### src/rtl/crosswalk_pkg.sv
// ---------------------------------------------------------------------------
// crosswalk_pkg
// Shared definitions for the crosswalk request controller:
//   - walk_state_e : per-channel pedestrian FSM encoding (2 bits)
//   - DEF_*        : default timing constants used as parameter defaults
// ---------------------------------------------------------------------------
package crosswalk_pkg;

  typedef enum logic [1:0] {
    ST_IDLE  = 2'd0,
    ST_WAIT  = 2'd1,
    ST_WALK  = 2'd2,
    ST_FLASH = 2'd3
  } walk_state_e;

  localparam int DEF_DEB_CYCLES = 4;
  localparam int DEF_WALK_TON   = 12;
  localparam int DEF_FLASH_TON  = 6;
  localparam int DEF_FLASH_DIV  = 2;
  localparam int DEF_CNT_W      = 8;

endpackage

### src/rtl/crosswalk_request_ctrl_if.sv
// ---------------------------------------------------------------------------
// crosswalk_request_ctrl_if
// Groups the pedestrian-side and intersection-side signals of the crosswalk
// request controller.
//   btn_0/btn_1             : raw push-buttons (asynchronous, may bounce)
//   grn_0/grn_1             : green indications from the intersection
//   crosswalk_0/crosswalk_1 : latched requests to the intersection
//   walk_0/walk_1           : WALK lamps
//   flash_0/flash_1         : flashing DON'T-WALK lamps
// Modports:
//   master : environment side (drives buttons and greens)
//   slave  : controller side
// ---------------------------------------------------------------------------
interface crosswalk_request_ctrl_if;

  logic btn_0;
  logic btn_1;
  logic grn_0;
  logic grn_1;
  logic crosswalk_0;
  logic crosswalk_1;
  logic walk_0;
  logic walk_1;
  logic flash_0;
  logic flash_1;

  modport master (
    output btn_0, btn_1, grn_0, grn_1,
    input  crosswalk_0, crosswalk_1, walk_0, walk_1, flash_0, flash_1
  );

  modport slave (
    input  btn_0, btn_1, grn_0, grn_1,
    output crosswalk_0, crosswalk_1, walk_0, walk_1, flash_0, flash_1
  );

endinterface

### src/rtl/crosswalk_debounce.sv
// ---------------------------------------------------------------------------
// crosswalk_debounce
// Conditions one raw push-button: two-flop synchroniser, counting debouncer
// and a one-cycle press pulse on the rising edge of the debounced level.
// Ports:
//   clk     : clock, posedge
//   reset_n : asynchronous reset, active-high
//   i_btn   : raw asynchronous button
//   o_press : one-cycle pulse when the debounced level rises
// ---------------------------------------------------------------------------
module crosswalk_debounce
  import crosswalk_pkg::*;
#(
  parameter int DEB_CYCLES = DEF_DEB_CYCLES,
  parameter int CNT_W      = DEF_CNT_W
) (
  input  logic clk,
  input  logic reset_n,
  input  logic i_btn,
  output logic o_press
);

  localparam logic [CNT_W-1:0] DEB_LAST = CNT_W'(DEB_CYCLES - 1);
  localparam logic [CNT_W-1:0] CNT_ONE  = CNT_W'(1);

  logic             r_sync1;
  logic             r_sync2;
  logic             r_deb;
  logic             r_debD;
  logic [CNT_W-1:0] r_cnt;

  // Synchronise the button, then only flip the debounced level once the
  // synchronised input has disagreed with it for DEB_CYCLES cycles in a row.
  // Any agreement in between restarts the count, so short glitches vanish.
  always_ff @(posedge clk or posedge reset_n) begin
    if (reset_n) begin
      r_sync1 <= 1'b0;
      r_sync2 <= 1'b0;
      r_deb   <= 1'b0;
      r_debD  <= 1'b0;
      r_cnt   <= '0;
    end else begin
      r_sync1 <= i_btn;
      r_sync2 <= r_sync1;
      r_debD  <= r_deb;
      if (r_sync2 == r_deb) begin
        r_cnt <= '0;
      end else if (r_cnt == DEB_LAST) begin
        r_deb <= r_sync2;
        r_cnt <= '0;
      end else begin
        r_cnt <= r_cnt + CNT_ONE;
      end
    end
  end

  assign o_press = r_deb & ~r_debD;

endmodule

### src/rtl/crosswalk_request_ctrl.sv
// ---------------------------------------------------------------------------
// crosswalk_request_ctrl
// Upstream stage of the two-way intersection controller. For each of the two
// crosswalks it debounces the push-button, latches a request for the
// intersection and sequences the WALK / flashing DON'T-WALK lamps from the
// intersection's green indication.
// Ports:
//   clk     : clock, posedge
//   reset_n : asynchronous reset, active-high
//   bus     : crosswalk_request_ctrl_if.slave (buttons, greens, requests,
//             walk and flash lamps for channels 0 and 1)
// ---------------------------------------------------------------------------
module crosswalk_request_ctrl
  import crosswalk_pkg::*;
#(
  parameter int DEB_CYCLES = DEF_DEB_CYCLES,
  parameter int WALK_TON   = DEF_WALK_TON,
  parameter int FLASH_TON  = DEF_FLASH_TON,
  parameter int FLASH_DIV  = DEF_FLASH_DIV,
  parameter int CNT_W      = DEF_CNT_W
) (
  input  logic                    clk,
  input  logic                    reset_n,
  crosswalk_request_ctrl_if.slave bus
);

  localparam logic [CNT_W-1:0] WALK_LAST  = CNT_W'(WALK_TON - 1);
  localparam logic [CNT_W-1:0] FLASH_LAST = CNT_W'(FLASH_TON - 1);
  localparam logic [CNT_W-1:0] DIV_LAST   = CNT_W'(FLASH_DIV - 1);
  localparam logic [CNT_W-1:0] CNT_ONE    = CNT_W'(1);

  logic [1:0] w_btn;
  logic [1:0] w_grn;
  logic [1:0] w_cross;
  logic [1:0] w_walk;
  logic [1:0] w_flash;

  assign w_btn = {bus.btn_1, bus.btn_0};
  assign w_grn = {bus.grn_1, bus.grn_0};

  assign bus.crosswalk_0 = w_cross[0];
  assign bus.crosswalk_1 = w_cross[1];
  assign bus.walk_0      = w_walk[0];
  assign bus.walk_1      = w_walk[1];
  assign bus.flash_0     = w_flash[0];
  assign bus.flash_1     = w_flash[1];

  for (genvar g = 0; g < 2; g++) begin : gen_chan

    logic             w_press;
    logic             w_grnRise;
    logic             w_serve;
    logic             r_grnD;
    logic             r_req;
    logic             r_walk;
    logic             r_flash;
    logic [CNT_W-1:0] r_phase;
    logic [CNT_W-1:0] r_div;
    walk_state_e      r_state;

    crosswalk_debounce #(
      .DEB_CYCLES (DEB_CYCLES),
      .CNT_W      (CNT_W)
    ) u_debounce (
      .clk     (clk),
      .reset_n (reset_n),
      .i_btn   (w_btn[g]),
      .o_press (w_press)
    );

    // Only a fresh green is served; a green already in progress when the
    // request arrives is too short to be safe for a full WALK phase.
    assign w_grnRise = w_grn[g] & ~r_grnD;
    assign w_serve   = (r_state == ST_WAIT) && w_grnRise;

    // Request latch plus pedestrian FSM. The lamp outputs are registered here
    // so they change on the same edge as the state. The request clear on
    // service takes priority over a simultaneous press because that
    // pedestrian is about to get WALK anyway. Losing green in WALK or FLASH
    // cuts the phase short so pedestrians never see WALK against traffic.
    always_ff @(posedge clk or posedge reset_n) begin
      if (reset_n) begin
        r_state <= ST_IDLE;
        r_grnD  <= 1'b0;
        r_req   <= 1'b0;
        r_walk  <= 1'b0;
        r_flash <= 1'b0;
        r_phase <= '0;
        r_div   <= '0;
      end else begin
        r_grnD <= w_grn[g];

        if (w_serve) begin
          r_req <= 1'b0;
        end else if (w_press) begin
          r_req <= 1'b1;
        end

        case (r_state)
          ST_IDLE: begin
            if (r_req) begin
              r_state <= ST_WAIT;
              r_phase <= '0;
            end
          end
          ST_WAIT: begin
            if (w_grnRise) begin
              r_state <= ST_WALK;
              r_phase <= '0;
              r_walk  <= 1'b1;
            end
          end
          ST_WALK: begin
            if (!w_grn[g] || r_phase == WALK_LAST) begin
              r_state <= ST_FLASH;
              r_phase <= '0;
              r_div   <= '0;
              r_walk  <= 1'b0;
              r_flash <= 1'b1;
            end else begin
              r_phase <= r_phase + CNT_ONE;
            end
          end
          ST_FLASH: begin
            if (!w_grn[g] || r_phase == FLASH_LAST) begin
              r_state <= r_req ? ST_WAIT : ST_IDLE;
              r_phase <= '0;
              r_flash <= 1'b0;
            end else begin
              r_phase <= r_phase + CNT_ONE;
              if (r_div == DIV_LAST) begin
                r_div   <= '0;
                r_flash <= ~r_flash;
              end else begin
                r_div <= r_div + CNT_ONE;
              end
            end
          end
          default: begin
            r_state <= ST_IDLE;
            r_phase <= '0;
            r_walk  <= 1'b0;
            r_flash <= 1'b0;
          end
        endcase
      end
    end

    assign w_cross[g] = r_req;
    assign w_walk[g]  = r_walk;
    assign w_flash[g] = r_flash;

  end

endmodule

### src/flat_wrapper.sv
// flat-port wrapper written by rule: the top's interface ports become plain ports
module crosswalk_request_ctrl_flat import crosswalk_pkg::*;
#(
  parameter int DEB_CYCLES = DEF_DEB_CYCLES,
  parameter int WALK_TON   = DEF_WALK_TON,
  parameter int FLASH_TON  = DEF_FLASH_TON,
  parameter int FLASH_DIV  = DEF_FLASH_DIV,
  parameter int CNT_W      = DEF_CNT_W
)
  (clk, reset_n, bus_btn_0, bus_btn_1, bus_grn_0, bus_grn_1, bus_crosswalk_0, bus_crosswalk_1, bus_walk_0, bus_walk_1, bus_flash_0, bus_flash_1);
  crosswalk_request_ctrl_if bus_i ();
  input  logic clk;
  input  logic reset_n;
  input wire logic [$bits(bus_i.btn_0)-1:0] bus_btn_0;
  input wire logic [$bits(bus_i.btn_1)-1:0] bus_btn_1;
  input wire logic [$bits(bus_i.grn_0)-1:0] bus_grn_0;
  input wire logic [$bits(bus_i.grn_1)-1:0] bus_grn_1;
  output wire logic [$bits(bus_i.crosswalk_0)-1:0] bus_crosswalk_0;
  output wire logic [$bits(bus_i.crosswalk_1)-1:0] bus_crosswalk_1;
  output wire logic [$bits(bus_i.walk_0)-1:0] bus_walk_0;
  output wire logic [$bits(bus_i.walk_1)-1:0] bus_walk_1;
  output wire logic [$bits(bus_i.flash_0)-1:0] bus_flash_0;
  output wire logic [$bits(bus_i.flash_1)-1:0] bus_flash_1;
  assign bus_i.btn_0 = bus_btn_0;
  assign bus_i.btn_1 = bus_btn_1;
  assign bus_i.grn_0 = bus_grn_0;
  assign bus_i.grn_1 = bus_grn_1;
  assign bus_crosswalk_0 = bus_i.crosswalk_0;
  assign bus_crosswalk_1 = bus_i.crosswalk_1;
  assign bus_walk_0 = bus_i.walk_0;
  assign bus_walk_1 = bus_i.walk_1;
  assign bus_flash_0 = bus_i.flash_0;
  assign bus_flash_1 = bus_i.flash_1;
  crosswalk_request_ctrl #(.DEB_CYCLES(DEB_CYCLES), .WALK_TON(WALK_TON), .FLASH_TON(FLASH_TON), .FLASH_DIV(FLASH_DIV), .CNT_W(CNT_W)) u_core (.clk(clk), .reset_n(reset_n), .bus(bus_i));
endmodule
### config.mk
export PLATFORM = sky130hd
export DESIGN_NAME = crosswalk_request_ctrl_flat
export DESIGN_NICKNAME = d
export VERILOG_FILES = /design/src/rtl/crosswalk_pkg.sv /design/src/rtl/crosswalk_request_ctrl_if.sv /design/src/rtl/crosswalk_debounce.sv /design/src/rtl/crosswalk_request_ctrl.sv /design/src/flat_wrapper.sv
export SDC_FILE = /design/constraint.sdc
export NUM_CORES = 1
export LEC_CHECK = 0
export CAP_MARGIN = 20
export CORE_ASPECT_RATIO = 0.6
export CORE_UTILIZATION = 45
export DETAILED_ROUTE_END_ITERATION = 10
export PLACE_DENSITY = 0.63
export SYNTH_ARGS = -nofsm -noshare
export SYNTH_HDL_FRONTEND = slang
export SYNTH_HIERARCHICAL = 1
export SYNTH_SLANG_ARGS = --single-unit
export TNS_END_PERCENT = 5
### constraint.sdc
create_clock -name clk -period 2.8 [get_ports clk]
set_input_delay 0.56 -clock clk [delete_from_list [all_inputs] [get_ports clk]]
set_output_delay 0.56 -clock clk [all_outputs]
set_load 0.01 [all_outputs]
==> qor.txt <==
status: finished clean
Final Cycle Share: 81.5%
clock sinks: 68
largest family of logic cells by synthesized area: compound AO/OA/AOI/OAI gates
Skew-Pair Late Insertion Delay: 0.32 ns
Mapped Nets: 430
Mean Syn Cell Area: 9.91 sq um
Longest Clk Path Bufs: 2
ant diodes: 0
Final Hold Viols: 0
drt first pass iters: 4
post-synthesis mux area share: 2.70%
Max Cap Violations: 0
IO Pins: 12
Yosys reg bits: 68
DP Cell Count: 521
Pwr Total: 0.00403 W
Power Density: 884 nW/um^2
r2r setup slk: 0.52 ns
dpl ws: 0.372 ns
FF-to-FF path depth: 5
Critical Path Source Type: register
hold buffers post-CTS: 0
# setup viols final: 0
# H-tree levels: 3
leakage: 1.88 nW
CP Max Fanout: 9
pin slew with the least headroom to its limit: 0.724 ns
vias: 3087
Synth Area in XOR/XNOR: 1.76%
share of cells above drive strength 1: 10.1%
peak supply drop: 0.507 mV
Total Die Area: 9250 sq um
Post-Route WL: 8.17 mm
critical path class: register to register
Hold Path Cell Cnt: 0
hpwl dp: 6.01 mm
Die W: 123 um
Tightest Hold Check Type: register to register
Port Buffer Count: 11
vias per cell: 5.75
Final #Nets: 448
fin crit period: 2.28 ns
Post-synth EDFFs: 0
Adder-Cell Fraction of Synth Area: 6.91%
Post-Syn Area: 3980 sq um
Worst slew margin: 51.8%
Setup Skew: 0.00480 ns
Initial Utilization: 46.6%
GRT Total Usage: 19.1%
clock root cell: clkbuf_16
die height: 74.9 um
GP Congestion: 0.815
clk slew on worst S/H paths: 0.05 ns
# resized after CTS: 0
Hold Path Sink: u_core/gen_chan[1].u_debounce/r_sync2
Initial DRC Count: 279
Final Non-Filler Cells: 537
complex-gate fraction of the synthesized area: 22.0%
Synth Area in Simple Gates: 20.4%
Seq/Total Area, Yosys: 42.7%
first-pass GRT wire length: 13.5 mm
area grow syn2layout: 14.3%
final core occ: 53.2%
worst path arrival time: 2.51 ns
Ys Warns: 6
Post-Synthesis Cells: 402
DRC Markers: 0
Slew Limit Fails: 0
worst setup margin: 0.519 ns
RSZ-0062 raised after global routing: false
worst r2r src: u_core/gen_chan[1].r_state[1]
largest net degree at the start of global routing: 24
initial antenna violation count: 0
hold path start: u_core/gen_chan[1].u_debounce/r_sync1
commonest non-fill, non-tap cells in the layout: 68 x dfrtp_1, 35 x nand2_1, 28 x inv_1
number of global-route vias before repair: 2681
Async S/R FF share, synth: 100%
Worst R2R End: u_core/gen_chan[1].r_phase[1]
Setup TNS Final: 0 ns
worst path required time: 3.03 ns
Distinct cells, synth: 70
crit end category: register
number of buffers created by CTS: 9
Core ar.: 8560 sq um
most frequent standard cell in the layout excluding fill and tap cells: dfrtp_1
WL per Instance: 15.2 um
setup bufs post-CTS: 0
CTS tree: done
f_max: 0.438 GHz
Final ANT Viol Nets: 0
GRT overflow: 0
row cnt: 26
commonest register cell after synthesis: dfrtp_1
layout filler cell count: 736
==> sequential cells by signal (all words and copies together), names as in the netlist <==
register / count
u_core/gen_chan.r_div: 16
u_core/gen_chan.r_phase: 16
u_core/gen_chan.u_debounce/r_cnt: 16
u_core/gen_chan.r_state: 4
u_core/gen_chan.r_grnD: 2
u_core/gen_chan.u_debounce/r_deb: 2
u_core/gen_chan.u_debounce/r_debD: 2
u_core/gen_chan.u_debounce/r_sync1: 2
u_core/gen_chan.u_debounce/r_sync2: 2
u_core/bus.crosswalk_0: 1
u_core/bus.crosswalk_1: 1
u_core/bus.flash_0: 1
u_core/bus.flash_1: 1
u_core/bus.walk_0: 1
u_core/bus.walk_1: 1
==> cell families (layout without fill, tap and decap cells) <==
kind of cell               after synthesis  after routing
DFF                                     68             68
buffers and inverters                   37             60
xor gates and xnor gates                 8              8
and+or+nand+nor                        144            144
AOI/OAI and AO/OA                      113            113
muxes                                   10             10
adders and majority gates               22             22
==> area by class of cell <==
| class | count | area (sq um) | share of cell area, % |
|---|---|---|---|
| multi-input combinational | 297 | 2140 | 47.1 |
| sequential | 68 | 1700 | 37.4 |
| clock buffer | 12 | 246 | 5.42 |
| timing repair buffer | 15 | 140 | 3.08 |
| tap | 112 | 140 | 3.08 |
| inverter | 29 | 109 | 2.39 |
| clock inverter | 4 | 72.6 | 1.59 |
==> power by group <==
part           switching, W  internal, W
combinational      0.000833     0.000604
sequential         0.000207      0.00118
clock              0.000401     0.000802
==> critical path, cell delays in order, from the launching register on <==
cell and delay (ns):
dfrtp_1 0.42, ha_1 0.44, inv_1 0.15, a22oi_1 0.63, nand2_1 0.27, o31ai_1 0.28
==> metal layers <==
metal / vias to the layer above / GRT usage, % / part of all wire [%]
met5: - / 0 / 0
met4: 0 / 6.83 / 0.33
met3: 2 / 5.68 / 4.3
met2: 62 / 24.1 / 39
met1: 1486 / 29.9 / 56
li1: 1537 / - / -
==> per-stage QoR <==
step | area [sq um] | hold slack, ns
after CTS | 4550 | 0.352
after floorplan | 3980 | 0.331
final | 4550 | 0.349
after global routing | 4550 | 0.360
after global placement | 4230 | 0.332
after detailed placement | 4230 | 0.339
==> worst max path at each step <==
stage	startpoint	endpoint	slack (ns)	cells after the start
after floorplan	u_core/gen_chan[0].r_state[0]	u_core/gen_chan[0].r_div[1]	0.82	7
after global routing	u_core/gen_chan[1].r_state[1]	u_core/gen_chan[1].r_phase[1]	0.34	5
after CTS	u_core/gen_chan[1].r_state[1]	u_core/gen_chan[1].r_phase[1]	0.56	5
final	u_core/gen_chan[1].r_state[1]	u_core/gen_chan[1].r_phase[1]	0.52	5
after global placement	bus_grn_0	u_core/gen_chan[0].r_phase[5]	0.43	6
after detailed placement	bus_grn_0	u_core/gen_chan[0].r_phase[5]	0.37	6
==> synthesized netlist by cell type, drive strengths merged (5+ instances only) <==
cell	count	area, sq um
mux2	6	67.6
o21ai	21	105
nand2	35	131
clkbuf	7	26.3
nand3	22	115
a21oi	16	91.3
nand4	5	43.8
nor2	22	82.6
o211ai	6	50.1
nor2b	6	37.5
a22o	6	52.6
or3	12	80.1
a211oi	7	65.1
a2bb2oi	5	43.8
dfrtp	68	1700
nand2b	6	37.5
ha	22	275
inv	29	109
nor3	8	45.0
a31oi	5	37.5
Power figures use the tool's default switching activity.
